===== src/rtl/des_pkg.sv =====
// Shared DES key-schedule definitions: PC-1/PC-2 index tables, rotation schedule,
// round index type and key-schedule state encoding (FIPS 46-3).
package des_pkg;

    typedef logic [3:0] round_t;

    typedef enum logic [0:0] {
        ST_IDLE = 1'b0,
        ST_RUN  = 1'b1
    } ks_state_t;

    // Entries are 1-based DES bit numbers; bit 1 is the MSB of the source vector.
    localparam int PC1 [56] = '{
        57, 49, 41, 33, 25, 17,  9,  1, 58, 50, 42, 34, 26, 18,
        10,  2, 59, 51, 43, 35, 27, 19, 11,  3, 60, 52, 44, 36,
        63, 55, 47, 39, 31, 23, 15,  7, 62, 54, 46, 38, 30, 22,
        14,  6, 61, 53, 45, 37, 29, 21, 13,  5, 28, 20, 12,  4
    };

    localparam int PC2 [48] = '{
        14, 17, 11, 24,  1,  5,  3, 28, 15,  6, 21, 10,
        23, 19, 12,  4, 26,  8, 16,  7, 27, 20, 13,  2,
        41, 52, 31, 37, 47, 55, 30, 40, 51, 45, 33, 48,
        44, 49, 39, 56, 34, 53, 46, 42, 50, 36, 29, 32
    };

    // Rotation amount of each round, indexed by round number minus 1.
    localparam logic [1:0] SHIFTS [16] = '{
        2'd1, 2'd1, 2'd2, 2'd2, 2'd2, 2'd2, 2'd2, 2'd2,
        2'd1, 2'd2, 2'd2, 2'd2, 2'd2, 2'd2, 2'd2, 2'd1
    };

    function automatic logic [27:0] rot28(input logic [27:0] v, input logic left,
                                          input logic [1:0] amt);
        logic [27:0] r;
        if (left)
            r = (amt == 2'd2) ? {v[25:0], v[27:26]} : {v[26:0], v[27]};
        else
            r = (amt == 2'd2) ? {v[1:0], v[27:2]} : {v[0], v[27:1]};
        return r;
    endfunction

endpackage


===== src/rtl/des_pc2.sv =====
// Purely combinational DES PC-2 permutation: 56-bit C||D to 48-bit round subkey.
// cd[55] is C bit 1; subkey[47] is PC-2 output bit 1.
module des_pc2
    import des_pkg::*;
(
    input  logic [55:0] cd,
    output logic [47:0] subkey
);

    for (genvar i = 0; i < 48; i++) begin : g_pc2
        assign subkey[47-i] = cd[56-PC2[i]];
    end

endmodule


===== src/rtl/des_key_sched_dec.sv =====
// Iterative DES key schedule emitting K16..K1 (decryption order), one per handshake.
// Optional DES_KS_ENC_EN adds a mode_enc input selecting K1..K16 (encryption order).
module des_key_sched_dec
    import des_pkg::*;
(
    input  logic        clk,
    input  logic        rst_n,
    input  logic        key_valid,
    output logic        key_ready,
    input  logic [63:0] key_in,
`ifdef DES_KS_ENC_EN
    input  logic        mode_enc,
`endif
    output logic        subkey_valid,
    input  logic        subkey_ready,
    output logic [47:0] subkey,
    output logic [3:0]  subkey_round,
    output logic        subkey_last
);

    ks_state_t   state;
    logic [27:0] c;
    logic [27:0] d;
    round_t      round;
    logic        enc;

    logic        mode_sel;
    logic [55:0] pc1_cd;
    round_t      next_idx;
    logic [1:0]  shift_amt;
    logic        final_round;

`ifdef DES_KS_ENC_EN
    assign mode_sel = mode_enc;
`else
    assign mode_sel = 1'b0;
`endif

    for (genvar i = 0; i < 56; i++) begin : g_pc1
        assign pc1_cd[55-i] = key_in[64-PC1[i]];
    end

    // Decryption undoes the shift of the round just shown; encryption applies the next one.
    assign next_idx    = round + 4'd1;
    assign shift_amt   = enc ? SHIFTS[next_idx] : SHIFTS[round];
    assign final_round = enc ? (round == 4'd15) : (round == 4'd0);

    assign key_ready    = (state == ST_IDLE);
    assign subkey_valid = (state == ST_RUN);
    assign subkey_round = round;
    assign subkey_last  = subkey_valid && final_round;

    des_pc2 u_pc2 (
        .cd     ({c, d}),
        .subkey (subkey)
    );

    // NOTE: sequential state uses non-blocking assignments so every register sees pre-edge values.
    always_ff @(posedge clk or negedge rst_n) begin
        if (!rst_n) begin
            state <= ST_IDLE;
            c     <= '0;
            d     <= '0;
            round <= '0;
            enc   <= 1'b0;
        end else begin
            case (state)
                ST_IDLE: begin
                    if (key_valid) begin
                        enc   <= mode_sel;
                        c     <= mode_sel ? rot28(pc1_cd[55:28], 1'b1, 2'd1) : pc1_cd[55:28];
                        d     <= mode_sel ? rot28(pc1_cd[27:0],  1'b1, 2'd1) : pc1_cd[27:0];
                        round <= mode_sel ? 4'd0 : 4'd15;
                        state <= ST_RUN;
                    end
                end
                ST_RUN: begin
                    if (subkey_ready) begin
                        if (final_round) begin
                            state <= ST_IDLE;
                        end else begin
                            c     <= rot28(c, enc, shift_amt);
                            d     <= rot28(d, enc, shift_amt);
                            round <= enc ? next_idx : round - 4'd1;
                        end
                    end
                end
                default: state <= ST_IDLE;
            endcase
        end
    end

endmodule


===== config.mk =====
export PLATFORM = sky130hd
export DESIGN_NAME = des_key_sched_dec
export DESIGN_NICKNAME = d
export VERILOG_FILES = /design/src/rtl/des_pkg.sv /design/src/rtl/des_pc2.sv /design/src/rtl/des_key_sched_dec.sv
export SDC_FILE = /design/constraint.sdc
export NUM_CORES = 1
export LEC_CHECK = 0
export BUFFER_PORTS_ARGS = -buffer_cell sky130_fd_sc_hd__buf_2
export CORE_ASPECT_RATIO = 0.7
export CORE_MARGIN = 2
export CORE_UTILIZATION = 30
export CTS_BUF_LIST = sky130_fd_sc_hd__clkbuf_8
export CTS_CLUSTER_DIAMETER = 200
export DETAILED_ROUTE_END_ITERATION = 10
export SLEW_MARGIN = 20
export SYNTH_ARGS = -nofsm -noshare
export SYNTH_HDL_FRONTEND = slang
export SYNTH_SLANG_ARGS = --single-unit

===== constraint.sdc =====
create_clock -name clk -period 1.6 [get_ports clk]
set_input_delay 0.24 -clock clk [delete_from_list [all_inputs] [get_ports clk]]
set_output_delay 0.24 -clock clk [all_outputs]
set_load 0.005 [all_outputs]

==> results of run 1 <==
-- cells in the final DEF, fill, tap and decap left out, types with 4 or more instances in the layout --
master    count
nand2_1      57
mux2i_2      21
mux2i_1      35
buf_2       113
buf_6         5
clkbuf_8     11
buf_4        17
o211ai_2     49
o211ai_1      7
dfrtp_1      61
nand3_1      53
buf_12        8
nand3_2       4
-- cell usage after synthesis (all sizes together) --
master   n  share of area, %
dfrtp   61                37
nand2   58               5.3
o211ai  56                16
o22ai    2              0.30
a21oi    2              0.24
mux2i   56                14
nand3   57               6.9
nor2     3              0.27
nor2b    3              0.46
ha       4               1.2
nor3     1              0.12
o31ai    1              0.52
inv      3              0.27
nor3b    2              0.61
clkbuf  13               1.2
buf     67                14
and2     1              0.15
or2      1              0.15
o21ai    5              0.61
or3      2              0.30
a31oi    1              0.15
-- layout make-up --
class,count,area [sq um]
Clock buffer,11,151.4
Clock inverter,5,73.82
Fill cell,1342,8205
Inverter,3,11.26
Multi-Input combinational cell,255,2095
Sequential cell,61,1526
Tap cell,185,231.5
Timing Repair Buffer,146,974.7
-- registers in the layout, summed over array words and instances (netlist names) --
signal / cells
subkey_valid: 1
c: 28
d: 28
subkey_round: 4
-- routing by layer --
metal,track usage [%],up-vias,routed length [um]
met4,3.167,0,84
met5,0,-,0
met3,4.077,8,485
met1,19.56,1546,5105
li1,-,1532,-
met2,22.09,73,4460
-- logic make-up (layout without fill, tap and decap cells) --
| group | after synthesis | after routing | share of synthesized area [%] |
|---|---|---|---|
| buffers and inverters | 83 | 165 | 15.63 |
| adders and majority gates | 4 | 4 | 1.218 |
| DFF | 61 | 61 | 37.16 |
| AOI/OAI and AO/OA | 67 | 67 | 18.03 |
| and+or+nand+nor | 128 | 128 | 14.32 |
| muxes | 56 | 56 | 13.65 |
-- critical path, delay by kind of cell, from the launching register on --
| family | cells | cell delay [ps] |
|---|---|---|
| buf+inv | 3 | 520 |
| mux | 1 | 240 |
| flops | 1 | 420 |
| simple gates | 1 | 140 |
| compound gates | 2 | 340 |
-- metrics by stage --
stage | power, uW | hold slack [ps]
5_1_grt | 11550 | 97.59
3_3_place_gp | 8353 | 284.6
3_5_place_dp | 8476 | 286.7
2_1_floorplan | 7597 | -55.59
4_1_cts | 10370 | 91.72
6_report | 10790 | 118.9
-- final timing paths --
path	end	slack, ps	depth (start not counted)	start
worst max-delay path	c[21]	-210	7	subkey_round[1]
worst min-delay path	d[7]	120	3	key_in[35]
worst max register to register	c[21]	-210	7	subkey_round[1]
worst min register to register	c[19]	560	2	c[19]
max in group asynchronous	c[5]	840	3	rst_n
min in group asynchronous	c[4]	410	3	rst_n
-- where the power goes --
part | internal [uW] | switching [uW]
clock network | 952 | 627
registers | 2200 | 776
logic | 3340 | 2890
total | 6490 | 4300
-- timing repair --
item / CTS / global route
hold buffers: 1 / 0
cloned: 1 / 0
setup buffers: 3 / 1
hold endpoints to repair: 61 / 0
endpoints found under the setup margin: 58 / 61
resized for setup: 8 / 31
==> flow_summary.json, run 1 <==
{
  "synth_nets": 471,
  "ys_types": 28,
  "drt_pass1_iterations": 4,
  "synth_warnings": 0,
  "max-slew-margin-rel_pct": 74.22,
  "vias": 3159,
  "grt_pass1_vias": 3171,
  "p_leak_uw": 0.002386,
  "fin_nets": 548,
  "routabilityCongestion": 0.7805,
  "vdd_drop_max_v": 0.0007139,
  "crit_path_end_kind": "flip-flop",
  "htree_num_levels": 3,
  "worstPathRequired_ps": 1820,
  "fin_tns_setup_ps": -9080,
  "vias_per_cell": 4.743,
  "grt_start_max_net_pins": 62,
  "drc": 0,
  "period_minus_slack_ps": 1810,
  "cp_common_cell": "buf_12",
  "period_share_pct": 113.1,
  "insertion_delay_ps": 340,
  "post-place-ws_ps": -241.2,
  "worstMarginPinSlew_ps": 386.6,
  "die-area_sq_mm": 0.01466,
  "ant_nets": 0,
  "dpl.hpwl_mm": 6.809,
  "clockBufferDepth": 2,
  "status": "finished, violations left",
  "fin_skew_ps": 5.935,
  "rows": 35,
  "die_width_um": 143.9,
  "drtIter0Drc": 115,
  "fmax_mhz": 552.6,
  "pin_count": 123,
  "setup_viol": 57,
  "grt_pass1_wl_mm": 16.32,
  "antenna_found_initial": 0,
  "synthCells": 399,
  "dpl-instance-area_sq_mm": 0.004618,
  "gr-total-overflow": 0,
  "cpPeakStageDelay_ps": 420,
  "start_util_pct": 30.96,
  "fp.coreArea_sq_mm": 0.01327,
  "hold_class": "in2reg",
  "stdcell_area_sq_mm": 0.005064,
  "die_h_um": 101.9,
  "final_cells": 666,
  "hold_viol": 0,
  "n_antenna_cell": 0,
  "maxCapViolCount": 0,
  "avgSynthCellArea_sq_um": 10.29,
  "grt_usage_pct": 14.14,
  "layout_setup_ws_ps": -209.8,
  "numCtsBuffers": 9,
  "rsz0062_at_grt": "yes",
  "cp_max_fo": 17,
  "critPathKind": "reg2reg",
  "syn-cell-area_sq_mm": 0.004108,
  "dp_cells": 644,
  "synth_seq_area_share_pct": 37.16,
  "worstPathArrival_ps": 2030,
  "clkSinkCount": 61,
  "crit_path_start_kind": "flip-flop",
  "critical_path.cell_chain": "buf_4, nor2b_1, o31ai_4, buf_12, buf_12, mux2i_1, o211ai_2",
  "synth.ff_latch_count": 61,
  "cts.clk_slew.worst_paths_ps": 70,
  "routedWlPerCell_um": 15.22,
  "maxSlewViolCount": 0,
  "violations": "setup timing",
  "root_buffer": "clkbuf_8",
  "area_growth_pct": 23.27,
  "cts_tree": "yes",
  "power_density_mw_per_mm2": 2130,
  "final_core_util_pct": 38.16,
  "drt-total-wl_mm": 10.14,
  "drive_gt1_share_pct": 51.56,
  "cp_slowest_cell": "dfrtp_1",
  "io_buffers": 114
}
(Power assumes the default switching activity.)
==> inputs of run 2 (changes only) <==
--- a/config.mk
+++ b/config.mk
@@ -5,14 +5,13 @@
 export SDC_FILE = /design/constraint.sdc
 export NUM_CORES = 1
 export LEC_CHECK = 0
-export BUFFER_PORTS_ARGS = -buffer_cell sky130_fd_sc_hd__buf_2
 export CORE_ASPECT_RATIO = 0.7
 export CORE_MARGIN = 2
 export CORE_UTILIZATION = 30
 export CTS_BUF_LIST = sky130_fd_sc_hd__clkbuf_8
 export CTS_CLUSTER_DIAMETER = 200
 export DETAILED_ROUTE_END_ITERATION = 10
-export SLEW_MARGIN = 20
+export DONT_BUFFER_PORTS = 1
 export SYNTH_ARGS = -nofsm -noshare
 export SYNTH_HDL_FRONTEND = slang
 export SYNTH_SLANG_ARGS = --single-unit
==> run 2 against run 1 <==
The run ends with hold timing, setup timing left. Sequential cell count is the same. Design area shrank 7.7%. Die area is the same. Cell count shrank 16%. Global-route usage grew 0.49 points. Register-to-register slack lost 40 ps. Sequential power grew 7.4%. Worst setup slack lost 36 ps.
==> flow_summary.json, run 2 (synthesis gave the netlist of run 1 again) <==
{
  "vdd_drop_max_v": 0.0005925,
  "antenna_found_initial": 0,
  "numCtsBuffers": 9,
  "worstMarginPinSlew_ps": 332.8,
  "period_share_pct": 115.4,
  "layout_setup_ws_ps": -246.1,
  "rows": 35,
  "drt_pass1_iterations": 4,
  "mostFrequentLayoutCell": "dfrtp_1",
  "setup_viol": 59,
  "path_buf_inv": 3,
  "grt_pass1_wl_mm": 16.33,
  "worstPathRequired_ps": 1810,
  "worstPathArrival_ps": 2060,
  "gr-total-overflow": 0,
  "routabilityCongestion": 0.7443,
  "vias_per_cell": 5.113,
  "drt-total-wl_mm": 10.59,
  "dr_wl_met2_mm": 4.951,
  "cp_slowest_cell": "dfrtp_2",
  "critPathKind": "reg2reg",
  "crit_path_end_kind": "flip-flop",
  "max-slew-margin-rel_pct": 77.81,
  "dpl.hpwl_mm": 6.765,
  "root_buffer": "clkbuf_8",
  "die_h_um": 101.9,
  "area_growth_pct": 13.80,
  "fp.coreArea_sq_mm": 0.01327,
  "grt_usage_pct": 14.64,
  "routed-wl-met3_um": 666,
  "insertion_delay_ps": 340,
  "htree_num_levels": 3,
  "highest_layer": "met4",
  "cpPeakStageDelay_ps": 450,
  "status": "finished, violations left",
  "ant_nets": 0,
  "routedWlPerCell_um": 18.94,
  "m1WireLength_mm": 4.871,
  "io_buffers": 0,
  "vias": 2858,
  "n_antenna_cell": 0,
  "pin_count": 123,
  "crit_path_start_kind": "flip-flop",
  "p_leak_uw": 0.001952,
  "cts_tree": "yes",
  "clkSinkCount": 61,
  "period_minus_slack_ps": 1846,
  "fin_skew_ps": 4.696,
  "grt_pass1_vias": 3025,
  "drc": 0,
  "hold_viol": 61,
  "hold_class": "in2async",
  "fin_nets": 441,
  "maxCapViolCount": 0,
  "power_density_mw_per_mm2": 2275,
  "drive_gt1_share_pct": 38.24,
  "clockBufferDepth": 2,
  "grt_start_max_net_pins": 62,
  "start_util_pct": 30.96,
  "ctsHoldBuffers": 2,
  "drtIter0Drc": 126,
  "die_width_um": 143.9,
  "die-area_sq_mm": 0.01466,
  "layout_common_cells": "dfrtp_1, nand2_1, nand3_1, o211ai_2, mux2i_1",
  "final_cells": 559,
  "critPathTopFamily": "buffers and inverters",
  "cts.clk_slew.worst_paths_ps": 70,
  "rsz0062_at_grt": "yes",
  "violations": "hold timing, setup timing",
  "fin_hold_ws_ps": -408.7,
  "dp_cells": 531,
  "fmax_mhz": 541.7,
  "maxSlewViolCount": 0,
  "critical_path.cell_chain": "inv_2, ha_4, nor3b_2, o31ai_4, buf_4, buf_12, mux2i_4, o211ai_2",
  "cp_max_fo": 16
}
## run 2: cell count changes in the layout (fill, tap and decap cells not counted), moves of 2 or more
cell	before	now
buf_6	5	7
ha_1	2	0
mux2i_4	0	7
mux2i_2	21	13
ha_2	0	2
nand3_2	4	6
buf_2	113	0
nand3_1	53	51
buf_16	2	4
## run 2: metrics by stage
step	utilization (%)	cell area (sq um)	power, uW	TNS (ps)	setup WS (ps)
after floorplan	-	4146	7597	-5652	-123.4
after global placement	30.47	4043	7827	-7623	-184.1
after detailed placement	30.47	4043	8026	-11970	-278.1
after CTS	34.27	4547	10230	-10220	-213.4
after global routing	35.23	4674	11360	-15790	-325.8
final	35.23	4674	10640	-10640	-246.1
## run 2: layout make-up
cell class                      count  area (sq um)
Fill cell                        1327          8594
Clock inverter                      4         46.29
Timing Repair Buffer               39         516.7
Sequential cell                    61          1528
Inverter                            3         11.26
Clock buffer                       12         165.2
Tap cell                          185         231.5
Multi-Input combinational cell    255          2176
## run 2: worst register-to-register path, delay by kind of cell (launching register included)
kind / cells / cell delay, ps
buffers and inverters: 3 / 510
flip-flops: 1 / 450
AO/OA/AOI/OAI: 2 / 310
multiplexers: 1 / 270
adder cells (fa/ha/maj): 1 / 150
AND/OR/NAND/NOR: 1 / 50
## run 2: power by group
group	total, uW	switching, uW	internal (uW)	leakage [uW]
sequential	3190	992	2200	0.000776
combinational	5970	2760	3200	0.00107
clock	1480	641	840	0.000110
total	10600	4400	6240	0.00195
## run 2: worst paths after layout
kind | slack [ps] | end | from | depth (start not counted)
worst min-delay path | -410 | c[4] | rst_n | 0
worst min register to register | 560 | c[3] | c[3] | 2
max in group asynchronous | 1900 | d[10] | rst_n | 0
min in group clk | 30 | d[22] | key_in[41] | 2
worst max-delay path | -250 | c[21] | subkey_round[1] | 8
worst max register to register | -250 | c[21] | subkey_round[1] | 8
## run 2: metal layers
layer	vias to the layer above	track usage (%)
met5	-	0
met4	0	3.620
met2	82	24.07
met1	1445	18.85
li1	1320	-
met3	11	4.686
## run 2: timing repair
action                                  in CTS  in global routing
resized for setup                           28                 26
endpoints found under the hold margin       63                 61
setup buffers                                5                  1
endpoints found under the setup margin      59                 59
cloned                                       4                  1
pin swaps                                    3                  4
==> inputs of run 3 (changes only) <==
--- a/config.mk
+++ b/config.mk
@@ -6,12 +6,12 @@
 export NUM_CORES = 1
 export LEC_CHECK = 0
 export CORE_ASPECT_RATIO = 0.7
-export CORE_MARGIN = 2
 export CORE_UTILIZATION = 30
 export CTS_BUF_LIST = sky130_fd_sc_hd__clkbuf_8
 export CTS_CLUSTER_DIAMETER = 200
 export DETAILED_ROUTE_END_ITERATION = 10
 export DONT_BUFFER_PORTS = 1
+export REMOVE_ABC_BUFFERS = 1
 export SYNTH_ARGS = -nofsm -noshare
 export SYNTH_HDL_FRONTEND = slang
 export SYNTH_SLANG_ARGS = --single-unit
==> run 3 against run 2 <==
The flow still finishes with violations (hold timing, setup timing). Core utilization fell by 1.1 points. Design area down 3.1%. Non-clock buffer count fell by 3. Sequential power is 2% lower. Global-route usage shrank 0.35 points. First-iteration DRC count down 9.5%. Largest power group unchanged.
==> flow_summary.json, run 3 (synthesis gave the netlist of run 1 again) <==
{
  "max-slew-margin-rel_pct": 79.59,
  "hold_class": "in2async",
  "io_buffers": 0,
  "status": "finished, violations left",
  "crit_path_end_kind": "flip-flop",
  "vdd_drop_max_v": 0.0007107,
  "root_buffer": "clkbuf_8",
  "clkSinkCount": 61,
  "final_cells": 554,
  "drt_pass1_iterations": 5,
  "dp_cells": 530,
  "drtIter0Drc": 114,
  "numCtsBuffers": 9,
  "violations": "hold timing, setup timing",
  "vias_per_cell": 5.081,
  "grt_pass1_vias": 2925,
  "maxCapViolCount": 0,
  "fin_tns_setup_ps": -12020,
  "grt_usage_pct": 14.28,
  "cp_slowest_cell": "dfrtp_2",
  "rsz0062_at_grt": "yes",
  "fin_nets": 438,
  "cp_max_fo": 9,
  "drc": 0,
  "crit_path_start_kind": "flip-flop",
  "layout_common_cells": "dfrtp_1, nand2_1, nand3_1, o211ai_2, mux2i_1",
  "grt_start_max_net_pins": 63,
  "p_leak_uw": 0.001918,
  "clockBufferDepth": 2,
  "pin_count": 123,
  "die-area_sq_mm": 0.01417,
  "fin_hold_ws_ps": -409.5,
  "gr-total-overflow": 0,
  "routedWlPerCell_um": 18.51,
  "ant_nets": 0,
  "drt-total-wl_mm": 10.26,
  "die_width_um": 141.9,
  "antenna_found_initial": 0,
  "fin_skew_ps": 7.475,
  "ctsHoldBuffers": 1,
  "setup_viol": 58,
  "ff2ff_setup_slack_ps": -240,
  "period_minus_slack_ps": 1843,
  "power_uw": 10520,
  "cts.clk_slew.worst_paths_ps": 70,
  "routabilityCongestion": 0.7355,
  "hold_viol": 61,
  "worstMarginPinSlew_ps": 304.7,
  "insertion_delay_ps": 340,
  "grt_pass1_wl_mm": 15.71,
  "htree_num_levels": 3,
  "start_util_pct": 30.96,
  "period_share_pct": 115.2,
  "fmax_mhz": 542.5,
  "cp_common_cell": "buf_12",
  "fp.coreArea_sq_mm": 0.01327,
  "cts_tree": "yes",
  "power_density_mw_per_mm2": 2323,
  "r2r-start": "subkey_round[1]",
  "mostFrequentLayoutCell": "dfrtp_1",
  "vias": 2815,
  "critical_path.cell_chain": "inv_4, ha_4, nor3b_4, o31ai_4, buf_12, buf_12, mux2i_1, o211ai_2",
  "critPathKind": "reg2reg",
  "layout_setup_ws_ps": -243.4,
  "die_h_um": 99.90,
  "worstPathArrival_ps": 2050,
  "n_antenna_cell": 0,
  "cpPeakStageDelay_ps": 450,
  "reg2reg_depth": 8,
  "drive_gt1_share_pct": 36.04,
  "maxSlewViolCount": 0,
  "area_growth_pct": 10.30,
  "reg2reg_to": "d[27]",
  "fillers": 1335,
  "rows": 35,
  "dpl.hpwl_mm": 6.385,
  "worstPathRequired_ps": 1810
}
-- run 3: changes by cell type in the layout (fill, tap and decap cells not counted), moves of 4 or more --
cell and delta:
nand3_1 +6, nand3_2 -6, mux2i_4 -4, mux2i_1 +4
-- run 3: worst max path at each step --
stage | startpoint | depth (start not counted) | slack [ps] | to
2_1_floorplan | subkey_round[0] | 6 | -2410 | subkey_round[3]
3_3_place_gp | subkey_round[1] | 8 | -290 | c[10]
3_5_place_dp | subkey_round[1] | 8 | -330 | c[10]
4_1_cts | subkey_round[0] | 8 | -270 | d[11]
5_1_grt | subkey_round[1] | 8 | -330 | c[15]
6_report | subkey_round[1] | 8 | -240 | d[27]
-- run 3: power by group --
part	leakage (uW)	total [uW]	internal, uW	switching, uW
registers	0.000775	3130	2200	929
clock network	0.0000922	1210	619	594
logic	0.00105	6180	3380	2800
-- run 3: metal layers --
layer | track usage (%) | share of wire, %
met1 | 19.07 | 49
met2 | 22.55 | 45
met3 | 4.676 | 6.3
met4 | 2.978 | 0.44
met5 | 0 | 0
-- run 3: repair_timing --
| item | 4_1_cts | 5_1_grt |
|---|---|---|
| setup endpoints to repair | 59 | 61 |
| hold endpoints to repair | 62 | 61 |
| cloned | 2 | 4 |
| gates resized for setup | 23 | 28 |
| setup buffers | 4 | 1 |
| pin swaps | 4 | 6 |
-- run 3: critical path, delay by kind of cell (launching register included) --
kind | cells | cell delay [ps]
AND/OR/NAND/NOR | 1 | 50
buffers and inverters | 3 | 450
flip-flops | 1 | 450
multiplexers | 1 | 220
AO/OA/AOI/OAI | 2 | 380
adder cells (fa/ha/maj) | 1 | 150
-- run 3: area by class of cell --
type,instances,area [sq um],share of cell area [%]
multi-input combinational,255,2110,46.56
sequential,61,1529,33.75
timing repair buffer,36,479.2,10.58
tap,185,231.5,5.109
clock buffer,11,151.4,3.342
inverter,3,16.27,0.3590
clock inverter,3,13.76,0.3038
-- run 3: metrics by stage --
stage	utilization [%]	area (sq um)	hold slack [ps]	setup WS (ps)
final	34.14	4531	-409.5	-243.4
after CTS	32.93	4369	-440.6	-269.2
after global routing	34.14	4531	-442.9	-325.4
after floorplan	-	3477	-55.59	-2407
after detailed placement	30.27	4016	-54.24	-326.8
after global placement	30.27	4016	-53.88	-294.6
